**src/rtl/oric_tap_pkg.sv**
```systemverilog
// -----------------------------------------------------------------------------
// oric_tap_pkg
// Shared definitions for the Oric cassette recorder:
//   - tap_state_e   : decoder FSM state encoding
//   - T_ONE_MAX_DEF : default max period (ce ticks) decoded as bit '1'
//   - T_ZERO_MAX_DEF: default max period decoded as bit '0' (at/above = gap)
//   - CNT_W         : width of the saturating period counter
//   - parity_ok()   : odd-parity test over data + parity bit
// -----------------------------------------------------------------------------
package oric_tap_pkg;

    localparam int unsigned T_ONE_MAX_DEF  = 312;
    localparam int unsigned T_ZERO_MAX_DEF = 1000;
    localparam int unsigned CNT_W          = 11;

    typedef enum logic [2:0] {
        ST_IDLE   = 3'd0,
        ST_SYNC   = 3'd1,
        ST_START  = 3'd2,
        ST_DATA   = 3'd3,
        ST_PARITY = 3'd4,
        ST_STOP   = 3'd5
    } tap_state_e;

    // Odd parity: the data bits together with the parity bit hold an odd
    // number of ones.
    function automatic logic parity_ok(input logic [7:0] data, input logic pbit);
        return ^{data, pbit};
    endfunction

endpackage

```
**src/rtl/oric_tap_fifo.sv**
```systemverilog
// -----------------------------------------------------------------------------
// oric_tap_fifo
// Synchronous FIFO for decoded bytes, registered occupancy count.
// Ports:
//   clk, reset_n : clock, asynchronous active-low reset
//   push, wdata  : write request and data (ignored when full unless popping)
//   pop, rdata   : read request (ignored when empty), head-of-queue data
//   full, empty  : occupancy flags derived from the registered count
// A push into a full FIFO succeeds when a pop happens in the same cycle.
// -----------------------------------------------------------------------------
module oric_tap_fifo #(
    parameter int unsigned DEPTH = 4,
    parameter int unsigned W     = 8
) (
    input  logic         clk,
    input  logic         reset_n,
    input  logic         push,
    input  logic [W-1:0] wdata,
    input  logic         pop,
    output logic [W-1:0] rdata,
    output logic         full,
    output logic         empty
);

    localparam int unsigned AW = $clog2(DEPTH);
    localparam logic [AW:0] FULL_CNT = (AW+1)'(DEPTH);

    logic [W-1:0]  mem [DEPTH];
    logic [AW-1:0] wr_ptr;
    logic [AW-1:0] rd_ptr;
    logic [AW:0]   count;
    logic          do_push;
    logic          do_pop;

    assign empty   = (count == '0);
    assign full    = (count == FULL_CNT);
    assign do_pop  = pop && !empty;
    assign do_push = push && (!full || do_pop);
    assign rdata   = mem[rd_ptr];

    always_ff @(posedge clk or negedge reset_n) begin
        if (!reset_n) begin
            wr_ptr <= '0;
            rd_ptr <= '0;
            count  <= '0;
        end else begin
            if (do_push) wr_ptr <= wr_ptr + 1'b1;
            if (do_pop)  rd_ptr <= rd_ptr + 1'b1;
            case ({do_push, do_pop})
                2'b10:   count <= count + 1'b1;
                2'b01:   count <= count - 1'b1;
                default: count <= count;
            endcase
        end
    end

    always_ff @(posedge clk) begin
        if (do_push) mem[wr_ptr] <= wdata;
    end

endmodule

```
**src/rtl/oric_tap_recorder.sv**
```systemverilog
// -----------------------------------------------------------------------------
// oric_tap_recorder
// Decodes the Oric cassette output (pulse-period coding) into bytes and
// writes them to memory at consecutive addresses through a toggle handshake.
// Ports:
//   clk, reset_n  : clock, asynchronous active-low reset
//   ce            : 1 MHz timing enable (one clk wide)
//   record        : level; rising edge arms a capture, low stops it
//   tape_in       : asynchronous cassette signal
//   byte_req/ack  : write handshake toggles
//   byte_addr/out : write address / data
//   running       : capture armed
//   parity_err    : sticky bad parity since arm (TAP_PARITY_CHECK_EN only)
//   overflow      : sticky byte dropped (FIFO full or address space exhausted)
//   fsm_state     : decoder state, for observation
// Build option: define TAP_PARITY_CHECK_EN to check parity; otherwise the
// parity bit is consumed unchecked and parity_err is tied low.
// -----------------------------------------------------------------------------
module oric_tap_recorder
    import oric_tap_pkg::*;
#(
    parameter int unsigned T_ONE_MAX  = T_ONE_MAX_DEF,
    parameter int unsigned T_ZERO_MAX = T_ZERO_MAX_DEF,
    parameter int unsigned FIFO_DEPTH = 4,
    parameter int unsigned ADDR_W     = 24
) (
    input  logic              clk,
    input  logic              reset_n,
    input  logic              ce,
    input  logic              record,
    input  logic              tape_in,
    output logic              byte_req,
    input  logic              byte_ack,
    output logic [ADDR_W-1:0] byte_addr,
    output logic [7:0]        byte_out,
    output logic              running,
    output logic              parity_err,
    output logic              overflow,
    output tap_state_e        fsm_state
);

    localparam logic [CNT_W-1:0] ONE_LIM     = CNT_W'(T_ONE_MAX);
    localparam logic [CNT_W-1:0] ZERO_LIM    = CNT_W'(T_ZERO_MAX);
    localparam logic [CNT_W-1:0] ZERO_LIM_M1 = CNT_W'(T_ZERO_MAX - 1);

    // ---------------- edge detection and period measurement ----------------
    logic             tape_s1, tape_s2, tape_prev;
    logic [CNT_W-1:0] period_cnt;
    logic             tape_rise, timeout, bit_one, bit_zero, bit_valid, gap;

    assign tape_rise = tape_s2 && !tape_prev;
    // Fires once, on the tick that would take the counter to T_ZERO_MAX.
    assign timeout   = ce && !tape_rise && (period_cnt == ZERO_LIM_M1);
    assign bit_one   = tape_rise && (period_cnt < ONE_LIM);
    assign bit_zero  = tape_rise && (period_cnt >= ONE_LIM) && (period_cnt < ZERO_LIM);
    assign bit_valid = bit_one || bit_zero;
    assign gap       = (tape_rise && (period_cnt >= ZERO_LIM)) || timeout;

    always_ff @(posedge clk or negedge reset_n) begin
        if (!reset_n) begin
            tape_s1    <= 1'b0;
            tape_s2    <= 1'b0;
            tape_prev  <= 1'b0;
            period_cnt <= '0;
        end else begin
            tape_s1   <= tape_in;
            tape_s2   <= tape_s1;
            tape_prev <= tape_s2;
            // A tick coinciding with the edge belongs to the new period.
            if (tape_rise)                 period_cnt <= CNT_W'(ce);
            else if (ce && !(&period_cnt)) period_cnt <= period_cnt + 1'b1;
        end
    end

    // ---------------- decoder FSM ----------------
    tap_state_e state, state_n;
    logic [2:0] bit_idx, bit_idx_n;
    logic [2:0] one_cnt, one_cnt_n;
    logic [7:0] shreg, shreg_n;
    logic       record_prev;
    logic       arm, push_byte;

    always_ff @(posedge clk or negedge reset_n) begin
        if (!reset_n) begin
            state       <= ST_IDLE;
            bit_idx     <= '0;
            one_cnt     <= '0;
            shreg       <= '0;
            record_prev <= 1'b0;
        end else begin
            state       <= state_n;
            bit_idx     <= bit_idx_n;
            one_cnt     <= one_cnt_n;
            shreg       <= shreg_n;
            record_prev <= record;
        end
    end

    always_comb begin
        state_n   = state;
        bit_idx_n = bit_idx;
        one_cnt_n = (state == ST_SYNC) ? one_cnt : 3'd0;
        shreg_n   = shreg;
        arm       = 1'b0;
        push_byte = 1'b0;
        if (!record) begin
            state_n = ST_IDLE;
        end else begin
            case (state)
                ST_IDLE: begin
                    if (!record_prev) begin
                        state_n = ST_SYNC;
                        arm     = 1'b1;
                    end
                end
                ST_SYNC: begin
                    if (bit_one) begin
                        if (one_cnt == 3'd7) state_n   = ST_START;
                        else                 one_cnt_n = one_cnt + 1'b1;
                    end else if (bit_zero || gap) begin
                        one_cnt_n = 3'd0;
                    end
                end
                ST_START: begin
                    if (gap) begin
                        state_n = ST_SYNC;
                    end else if (bit_zero) begin
                        state_n   = ST_DATA;
                        bit_idx_n = 3'd0;
                    end
                end
                ST_DATA: begin
                    if (gap) begin
                        state_n = ST_SYNC;
                    end else if (bit_valid) begin
                        shreg_n   = {bit_one, shreg[7:1]};
                        bit_idx_n = bit_idx + 1'b1;
                        if (bit_idx == 3'd7) state_n = ST_PARITY;
                    end
                end
                ST_PARITY: begin
                    if (gap) begin
                        state_n = ST_SYNC;
                    end else if (bit_valid) begin
                        state_n   = ST_STOP;
                        push_byte = 1'b1;
                    end
                end
                ST_STOP: begin
                    if (bit_one)               state_n = ST_START;
                    else if (bit_zero || gap)  state_n = ST_SYNC;
                end
                default: state_n = ST_IDLE;
            endcase
        end
    end

    assign running   = (state != ST_IDLE);
    assign fsm_state = state;

    // ---------------- byte FIFO and memory write port ----------------
    // Handshake: a write is outstanding while byte_req != byte_ack. The
    // recorder toggles byte_req to start a write and holds byte_out/byte_addr
    // until the arbiter toggles byte_ack back to match.
    logic       ack_q, ack_event, addr_last, addr_full, addr_blocked;
    logic       fifo_full, fifo_empty, fifo_push, fifo_pop;
    logic       issue, discard, drop;
    logic [7:0] fifo_rdata;

    assign ack_event    = (byte_ack != ack_q) && (byte_req != ack_q);
    assign addr_last    = &byte_addr;
    // Once the all-ones address has been written nothing more may be stored.
    assign addr_blocked = addr_full || (ack_event && addr_last);
    assign issue        = !fifo_empty && (byte_req == byte_ack) && !addr_blocked;
    assign discard      = !fifo_empty && addr_blocked;
    assign fifo_pop     = issue || discard;
    assign fifo_push    = push_byte && !addr_blocked;
    assign drop         = push_byte && (addr_blocked || (fifo_full && !fifo_pop));

    oric_tap_fifo #(
        .DEPTH (FIFO_DEPTH),
        .W     (8)
    ) u_fifo (
        .clk     (clk),
        .reset_n (reset_n),
        .push    (fifo_push),
        .wdata   (shreg),
        .pop     (fifo_pop),
        .rdata   (fifo_rdata),
        .full    (fifo_full),
        .empty   (fifo_empty)
    );

    always_ff @(posedge clk or negedge reset_n) begin
        if (!reset_n) begin
            byte_req  <= 1'b0;
            ack_q     <= 1'b0;
            byte_addr <= '0;
            byte_out  <= '0;
            addr_full <= 1'b0;
            overflow  <= 1'b0;
        end else begin
            ack_q <= byte_ack;
            if (issue) begin
                byte_out <= fifo_rdata;
                byte_req <= ~byte_req;
            end
            if (arm) begin
                byte_addr <= '0;
                addr_full <= 1'b0;
                overflow  <= 1'b0;
            end else begin
                if (ack_event) begin
                    if (addr_last) addr_full <= 1'b1;
                    else           byte_addr <= byte_addr + 1'b1;
                end
                if (drop || discard) overflow <= 1'b1;
            end
        end
    end

`ifdef TAP_PARITY_CHECK_EN
    logic par_err_q;
    logic par_bad;

    // At the parity edge shreg already holds all 8 data bits.
    assign par_bad = push_byte && !parity_ok(shreg, bit_one);

    always_ff @(posedge clk or negedge reset_n) begin
        if (!reset_n)     par_err_q <= 1'b0;
        else if (arm)     par_err_q <= 1'b0;
        else if (par_bad) par_err_q <= 1'b1;
    end

    assign parity_err = par_err_q;
`else
    assign parity_err = 1'b0;
`endif

endmodule

```
**config.mk**
```make
export PLATFORM = sky130hd
export DESIGN_NAME = oric_tap_recorder
export DESIGN_NICKNAME = d
export VERILOG_FILES = /design/src/rtl/oric_tap_pkg.sv /design/src/rtl/oric_tap_fifo.sv /design/src/rtl/oric_tap_recorder.sv
export SDC_FILE = /design/constraint.sdc
export NUM_CORES = 1
export LEC_CHECK = 0
export BUFFER_PORTS_ARGS = -buffer_cell sky130_fd_sc_hd__buf_2
export CORE_ASPECT_RATIO = 0.8
export CORE_UTILIZATION = 52
export CTS_CLUSTER_DIAMETER = 150
export CTS_CLUSTER_SIZE = 28
export DETAILED_ROUTE_END_ITERATION = 7
export PLACE_DENSITY = 0.79
export SYNTH_ARGS = -nofsm -noshare
export SYNTH_HDL_FRONTEND = slang
export SYNTH_SLANG_ARGS = --single-unit
```
**constraint.sdc**
```tcl
create_clock -name clk -period 2.96 [get_ports clk]
set_input_delay 0.148 -clock clk [delete_from_list [all_inputs] [get_ports clk]]
set_output_delay 0.148 -clock clk [all_outputs]
set_load 0.02 [all_outputs]
```
After elaboration in Yosys (flattened, before gate mapping)
Memory sizes are Yosys's and may differ from the RTL's. A register that Yosys moved wholly into a read port is not among the register bits.
Cells that the tools add are included.
Storage, ports and cells
  flip-flop bits (word level): 67
  memories: 1
  latch bits: 0
  ROM bits: 0
  memory bits (writable): 32
Memories
  u_fifo.mem: words 4, bits a word 8, read ports 1, clocked after Yosys merged registers in 1, write ports 1, RTL line oric_tap_fifo.sv:28  | logic [W-1:0] mem [DEPTH];
Operators by class
  reductions and logical operators: 50
  equality and inequality tests: 27
  muxes and demuxes: 45
  shift operators: 0
  div/mod/pow operators: 0
  bitwise gates (word level): 2
  $mul: 0
  add/sub/neg operators: 8
  magnitude comparators: 4
Operators with widths (number)
  $mux W24: 3
  $mux W3: 23
  $add A24 B1 Y24 const B: 1
  $reduce_and A24 Y1: 1
  $mux W11: 2
  $ne A4 B4 Y1 const B: 5
  $logic_and A1 B1 Y1: 18
  $pmux W3 S6: 1
  $eq A3 B3 Y1 const B: 5
  $mux W1: 14
  $pmux W3 S2: 2
  $reduce_bool A2 Y1: 6
  $add A11 B1 Y11 const B: 1
  $eq A11 B10 Y1 const B: 1
  $ge A11 B10 Y1 const B: 1
  $ge A11 B9 Y1 const B: 1
  $lt A11 B10 Y1 const B: 1
  $lt A11 B9 Y1 const B: 1
  $reduce_and A11 Y1: 1
  $ne A2 B2 Y1 const B: 5
  $add A3 B1 Y3 const B: 3
  $logic_not A1 Y1: 8
  $logic_or A1 B1 Y1: 8
  $reduce_and A8 Y1: 1
  other kinds (16): 23

Depth between registers and ports, before layout
  word-level depth: 14
  mapped depth: 13
  gate-level depth less buffers: 12

Modules after synthesis
Synthesis repeated with hierarchy kept, for this count alone.
Unflattened totals
  cell total of the unflattened synthesis: 455
  area total of the unflattened synthesis: 5260.0 um2
By module, submodules not included
  oric_tap_recorder: sequential area each 1701.6 um2, area an instance 3577.2 um2, cells an instance 365, instances 1
  oric_tap_fifo: sequential area each 1136.1 um2, area an instance 1682.9 um2, cells an instance 90, instances 1

Worst setup path before layout
OpenSTA, ideal clock, no wires.
  path type: reg2reg
  from: register byte_addr[0]
  to: register u_fifo.count[2]
  arrival time: 2.510 ns
  cell stages (with the launch flop): 14
  setup slack: 0.371 ns
  clock period less this slack: 2.589 ns
  path buffers: 1
  path through: dfrtp_1 > ha_1 > nand3_1 > nor3_1 > a21oi_1 > and3_1 > buf_2 > inv_1 > ha_1 > inv_1 > fa_1 > xor2_1 > nor2_1 > xor2_1
On the way
  word-level cells in the longest chain between the ends: 11
Ends and longest elaborated chain
  start: declaration: RTL line oric_tap_recorder.sv:34  | output logic [ADDR_W-1:0] byte_addr,
  start signal: assignment: RTL line oric_tap_recorder.sv:215  | else byte_addr <= byte_addr + 1'b1;
  $reduce_and A24 Y1 *: RTL line oric_tap_recorder.sv:171  | assign addr_last = &byte_addr;
  $logic_and A1 B1 Y1 *: RTL line oric_tap_recorder.sv:173  | assign addr_blocked = addr_full || (ack_event && addr_last);
  $logic_or A1 B1 Y1 *: RTL line oric_tap_recorder.sv:173
  $logic_not A1 Y1: RTL line oric_tap_recorder.sv:174, oric_tap_recorder.sv:177
  $logic_and A1 B1 Y1: RTL line oric_tap_recorder.sv:174  | assign issue = !fifo_empty && (byte_req == byte_ack) && !addr_blocked;
  $logic_or A1 B1 Y1: RTL line oric_tap_recorder.sv:176  | assign fifo_pop = issue || discard;
  $logic_and A1 B1 Y1: RTL line oric_tap_fifo.sv:37  | assign do_pop = pop && !empty;
  $logic_or A1 B1 Y1: RTL line oric_tap_fifo.sv:38  | assign do_push = push && (!full || do_pop);
  $logic_and A1 B1 Y1: RTL line oric_tap_fifo.sv:38
  $eq A2 B1 Y1 / $eq A2 B2 Y1 (equally long branches): RTL line oric_tap_fifo.sv:49  | case ({do_push, do_pop})
  $pmux W3 S2 / $reduce_bool A2 Y1 (equally long branches)
  end signal: assignment: RTL line oric_tap_fifo.sv:50  | 2'b10: count <= count + 1'b1;
  end signal: assignment: RTL line oric_tap_fifo.sv:51  | 2'b01: count <= count - 1'b1;
  end signal: assignment: RTL line oric_tap_fifo.sv:52  | default: count <= count;
  end: declaration: RTL line oric_tap_fifo.sv:31  | logic [AW:0] count;
Every way passes the cells marked *; elsewhere a longest branch is shown, timed or not.
A chain may end at the register's enable or synchronous reset.

Worst setup path in the final report
  from: register period_cnt[5]
  to: register u_fifo.count[2]
On the way
  word-level cells in the longest chain between the ends: 12
Ends and longest elaborated chain
  start: declaration: RTL line oric_tap_recorder.sv:48  | logic [CNT_W-1:0] period_cnt;
  start signal: assignment: RTL line oric_tap_recorder.sv:70  | if (tape_rise) period_cnt <= CNT_W'(ce);
  start signal: assignment: RTL line oric_tap_recorder.sv:71  | else if (ce && !(&period_cnt)) period_cnt <= period_cnt + 1'b1;
  $ge A11 B9 Y1: RTL line oric_tap_recorder.sv:55  | assign bit_zero = tape_rise && (period_cnt >= ONE_LIM) && (period_cnt < ZERO_LIM);
  $logic_and A1 B1 Y1 (2 in series): RTL line oric_tap_recorder.sv:55
  $logic_or A1 B1 Y1: RTL line oric_tap_recorder.sv:56  | assign bit_valid = bit_one || bit_zero;
  $mux W1: RTL line oric_tap_recorder.sv:144  | end else if (bit_valid) begin
  $mux W1 *: RTL line oric_tap_recorder.sv:142  | if (gap) begin
  $mux W1 *: RTL line oric_tap_recorder.sv:109  | case (state)
  $mux W1 *: RTL line oric_tap_recorder.sv:106  | if (!record) begin
  $logic_and A1 B1 Y1 *: RTL line oric_tap_recorder.sv:177  | assign fifo_push = push_byte && !addr_blocked;
  $logic_and A1 B1 Y1 *: RTL line oric_tap_fifo.sv:38
  $eq A2 B1 Y1 / $eq A2 B2 Y1 (equally long branches): RTL line oric_tap_fifo.sv:49
  $pmux W3 S2 / $reduce_bool A2 Y1 (equally long branches)
Marked as above.

==> flow_metrics.tcl <==
set metrics [dict create \
    worst_ep_arrival_time_ns 2.92 \
    min_from "ce" \
    synth_common_cells "dfrtp_1 (75), nor2_1 (49), edfxtp_1 (32)" \
    period_minus_slack_ns 2.693 \
    die_x_microns 112.1 \
    grt_usage_pct 20.06 \
    drive_gt1_share_pct 21.59 \
    crit_path_end "u_fifo.count[2]" \
    syn_nets 444 \
    syn_area_per_cell_sq_um 11.86 \
    worstPathRequired_ns 3.19 \
    synthCells 425 \
    viasPerCell 5.645 \
    fin_crit_sh_pct 90.99 \
    clkPwrFrac_pct 27.4 \
    synth_top_area_share_pct 37.25 \
    synth_area_leaders "dfrtp_1 (37%), edfxtp_1 (19%), nor2_1 (3.7%)" \
    cap_viol_max_count 0 \
    power.density_nw_per_um2 721.6 \
    routed_wl_mm 9.253 \
    critPathSlowestCell "dfrtp_1" \
    worst_pin_slew_ns 0.9442 \
    cts.sinks 107 \
    synth_area_leader_cell "dfrtp_1" \
    outcome "finished with violations" \
    path_max_fanout 7 \
    layout.nets 491 \
    clock-root-buffer "clkbuf_16" \
    ys_ff_latch 107 \
    wire_per_inst_microns 15.63 \
    io_pins 45 \
    pwr-share-comb_pct 26.6 \
    synthFlopType "dfrtp_1" \
    synth_cell_types 59 \
    cts_buffers 9 \
    p_sw_w 0.001325 \
    synth-async-reset-ratio_pct 70.09 \
    cp-startpoint "period_cnt[5]" \
    swShare_pct 32.33 \
    violations "DRC" \
    grt_util_met3_pct 4.585 \
    finalHoldViolCount 0 \
    drc 3 \
    clk_latency_ns 0.34 \
    relSlewSlack_pct 37.05 \
    initial_core_util_pct 54.58 \
    ir_worst_vdd_mv 0.3484 \
    p_int_w 0.002773 \
    ys_seq_area_share_pct 56.32 \
    die_height_microns 90.05 \
    dpl.hpwl_mm 6.178 \
    drtPass1Iterations 6 \
    fin_area_sq_um 5678 \
    core-area_sq_um 9231 \
    grt_use_met1_pct 27.62 \
    portBuffers 43 \
    yosysWarningCount 0 \
    antenna_found_initial 0 \
    clk_pin_slew_ns 0.07 \
    fmax_mhz 371.3 \
    globalRoute.busiestLayer "met2" \
    maxSlewViolCount 0 \
    diodes 0 \
    hold_class "in -> reg" \
    netlist_area_sq_um 5039 \
    clock_path_buffers 2 \
    worstSetupPathType "reg -> reg" \
    grt_max_degree 76 \
    end_kind "flop" \
    drt_iter0_markers 244 \
    grt.overflow.total 0 \
    tritoncts "yes" \
    dpl_cell_area_sq_um 5358 \
    synth_edf_count 32 \
    p_leak_nw 2.428 \
    syn_to_final_growth_pct 12.69 \
    h-tree-depth 3 \
    clock_skew_ns 0.007991 \
    reg2reg_setup_slack_ns 0.27 \
    crit_chain "and4_1, a211o_1, nor3_2, and3_1, inv_1, ha_1, inv_1, fa_1, xor2_1, nor2_1, xor2_1" \
    rr_startpoint "period_cnt[5]" \
    dieArea_sq_um 10090 \
    grt_pass1_wl_mm 15.95 \
    yosysMostFrequentCell "dfrtp_1" \
    dpl.cell_count 572 \
    place.gp.congestion 0.8826 \
    r2r-end "u_fifo.count[2]" \
    finalSetupViolCount 0 \
    ant_nets 0 \
    row_count 31 \
    rsz0062_at_grt "false" \
    first_global_vias 3246 \
    vias 3342 \
    start_kind "flop" \
    grt_util_met2_pct 31.47 \
    stdcell_count 592 \
    slowest_delay_ns 0.44 \
    r2r_cells 11 \
    tns_ns 0 \
    power_frac_seq_pct 46.0 \
]
-- power by group through the flow --
stage | logic (W) | registers, W | clock network (W)
floorplan | 0.000758 | 0.00194 | 0
global placement | 0.00106 | 0.00190 | 0
detailed placement | 0.00109 | 0.00191 | 0
CTS | 0.00110 | 0.00189 | 0.00116
global route | 0.00121 | 0.00192 | 0.00121
finish | 0.00109 | 0.00188 | 0.00112
-- through the flow --
step	hold slack (ns)	utilization [%]	total power [W]	setup slack (ns)
after floorplan	-0.1476	-	0.002699	0.3712
after global placement	0.2571	58.04	0.002962	0.4213
after detailed placement	0.2611	58.04	0.003004	0.2710
after CTS	0.1048	61.51	0.004141	0.2642
after global routing	0.1080	61.51	0.004341	0.05768
final	0.1116	61.51	0.004097	0.2667
-- worst min path at each step --
stage | to | slack, ns | depth (start not counted)
after floorplan | ack_q | -0.15 | 0
after detailed placement | tape_s1 | 0.26 | 1
after global routing | period_cnt[0] | 0.11 | 3
final | period_cnt[0] | 0.11 | 3
after CTS | period_cnt[0] | 0.10 | 3
after global placement | tape_s1 | 0.26 | 1
-- placed cells by master, fill, tap and decap left out, types with 12 or more instances in the layout --
master    instances
a21oi_1          15
buf_2            42
dfrtp_1          75
edfxtp_1         32
ha_1             12
inv_1            16
mux2_2           16
nand2_1          21
nand3_1          21
nor2_1           49
xnor2_1          21
xor2_1           15
-- routing by layer --
layer  up-vias  part of all wire, %
met2        86                   47
met1      1648                   47
met3        11                  4.3
met5         -                    0
met4         0                  1.2
li1       1597                    -
-- cells by family after synthesis --
| group | after synthesis | synth area share (%) |
|---|---|---|
| flops | 107 | 56.32 |
| mux | 28 | 7.946 |
| xor+xnor | 36 | 6.258 |
| simple gates | 163 | 17.73 |
| buf+inv | 32 | 2.781 |
| compound gates | 45 | 5.513 |
| other cells | 1 | 0.07443 |
| fa+ha+maj | 13 | 3.377 |
-- sequential cells by signal (all words and copies together), names as in the netlist --
name	cells
u_fifo.mem	32
byte_addr	24
period_cnt	11
byte_out	8
shreg	8
bit_idx	3
fsm_state	3
one_cnt	3
u_fifo.count	3
u_fifo.rd_ptr	2
u_fifo.wr_ptr	2
ack_q	1
addr_full	1
byte_req	1
overflow	1
record_prev	1
tape_prev	1
tape_s1	1
tape_s2	1
-- worst max-delay path, delay by kind of cell, from the launching register on --
family / cells / cell delay [ns]
AND/OR/NAND/NOR: 4 / 0.97
adder cells (fa/ha/maj): 2 / 0.38
flip-flops: 1 / 0.44
XOR/XNOR: 2 / 0.29
buffers and inverters: 2 / 0.14
AO/OA/AOI/OAI: 1 / 0.37
-- layout make-up --
| cell class | count | area, sq um |
|---|---|---|
| clock buffers | 11 | 232.7 |
| multi-input cells | 286 | 2061 |
| clock inverters | 5 | 47.55 |
| repair buffers | 52 | 295.3 |
| well taps | 115 | 143.9 |
| flip-flops and latches | 107 | 2838 |
| inverters | 16 | 60.06 |
| fillers | 731 | 3553 |
-- repair_timing --
item / CTS / global route
resized for setup: 0 / 0
endpoints found under the setup margin: 0 / 0
setup buffers: 0 / 0
hold buffers: 4 / 0
endpoints found under the hold margin: 59 / 0
Note: power is estimated with default switching activity, not from simulation.
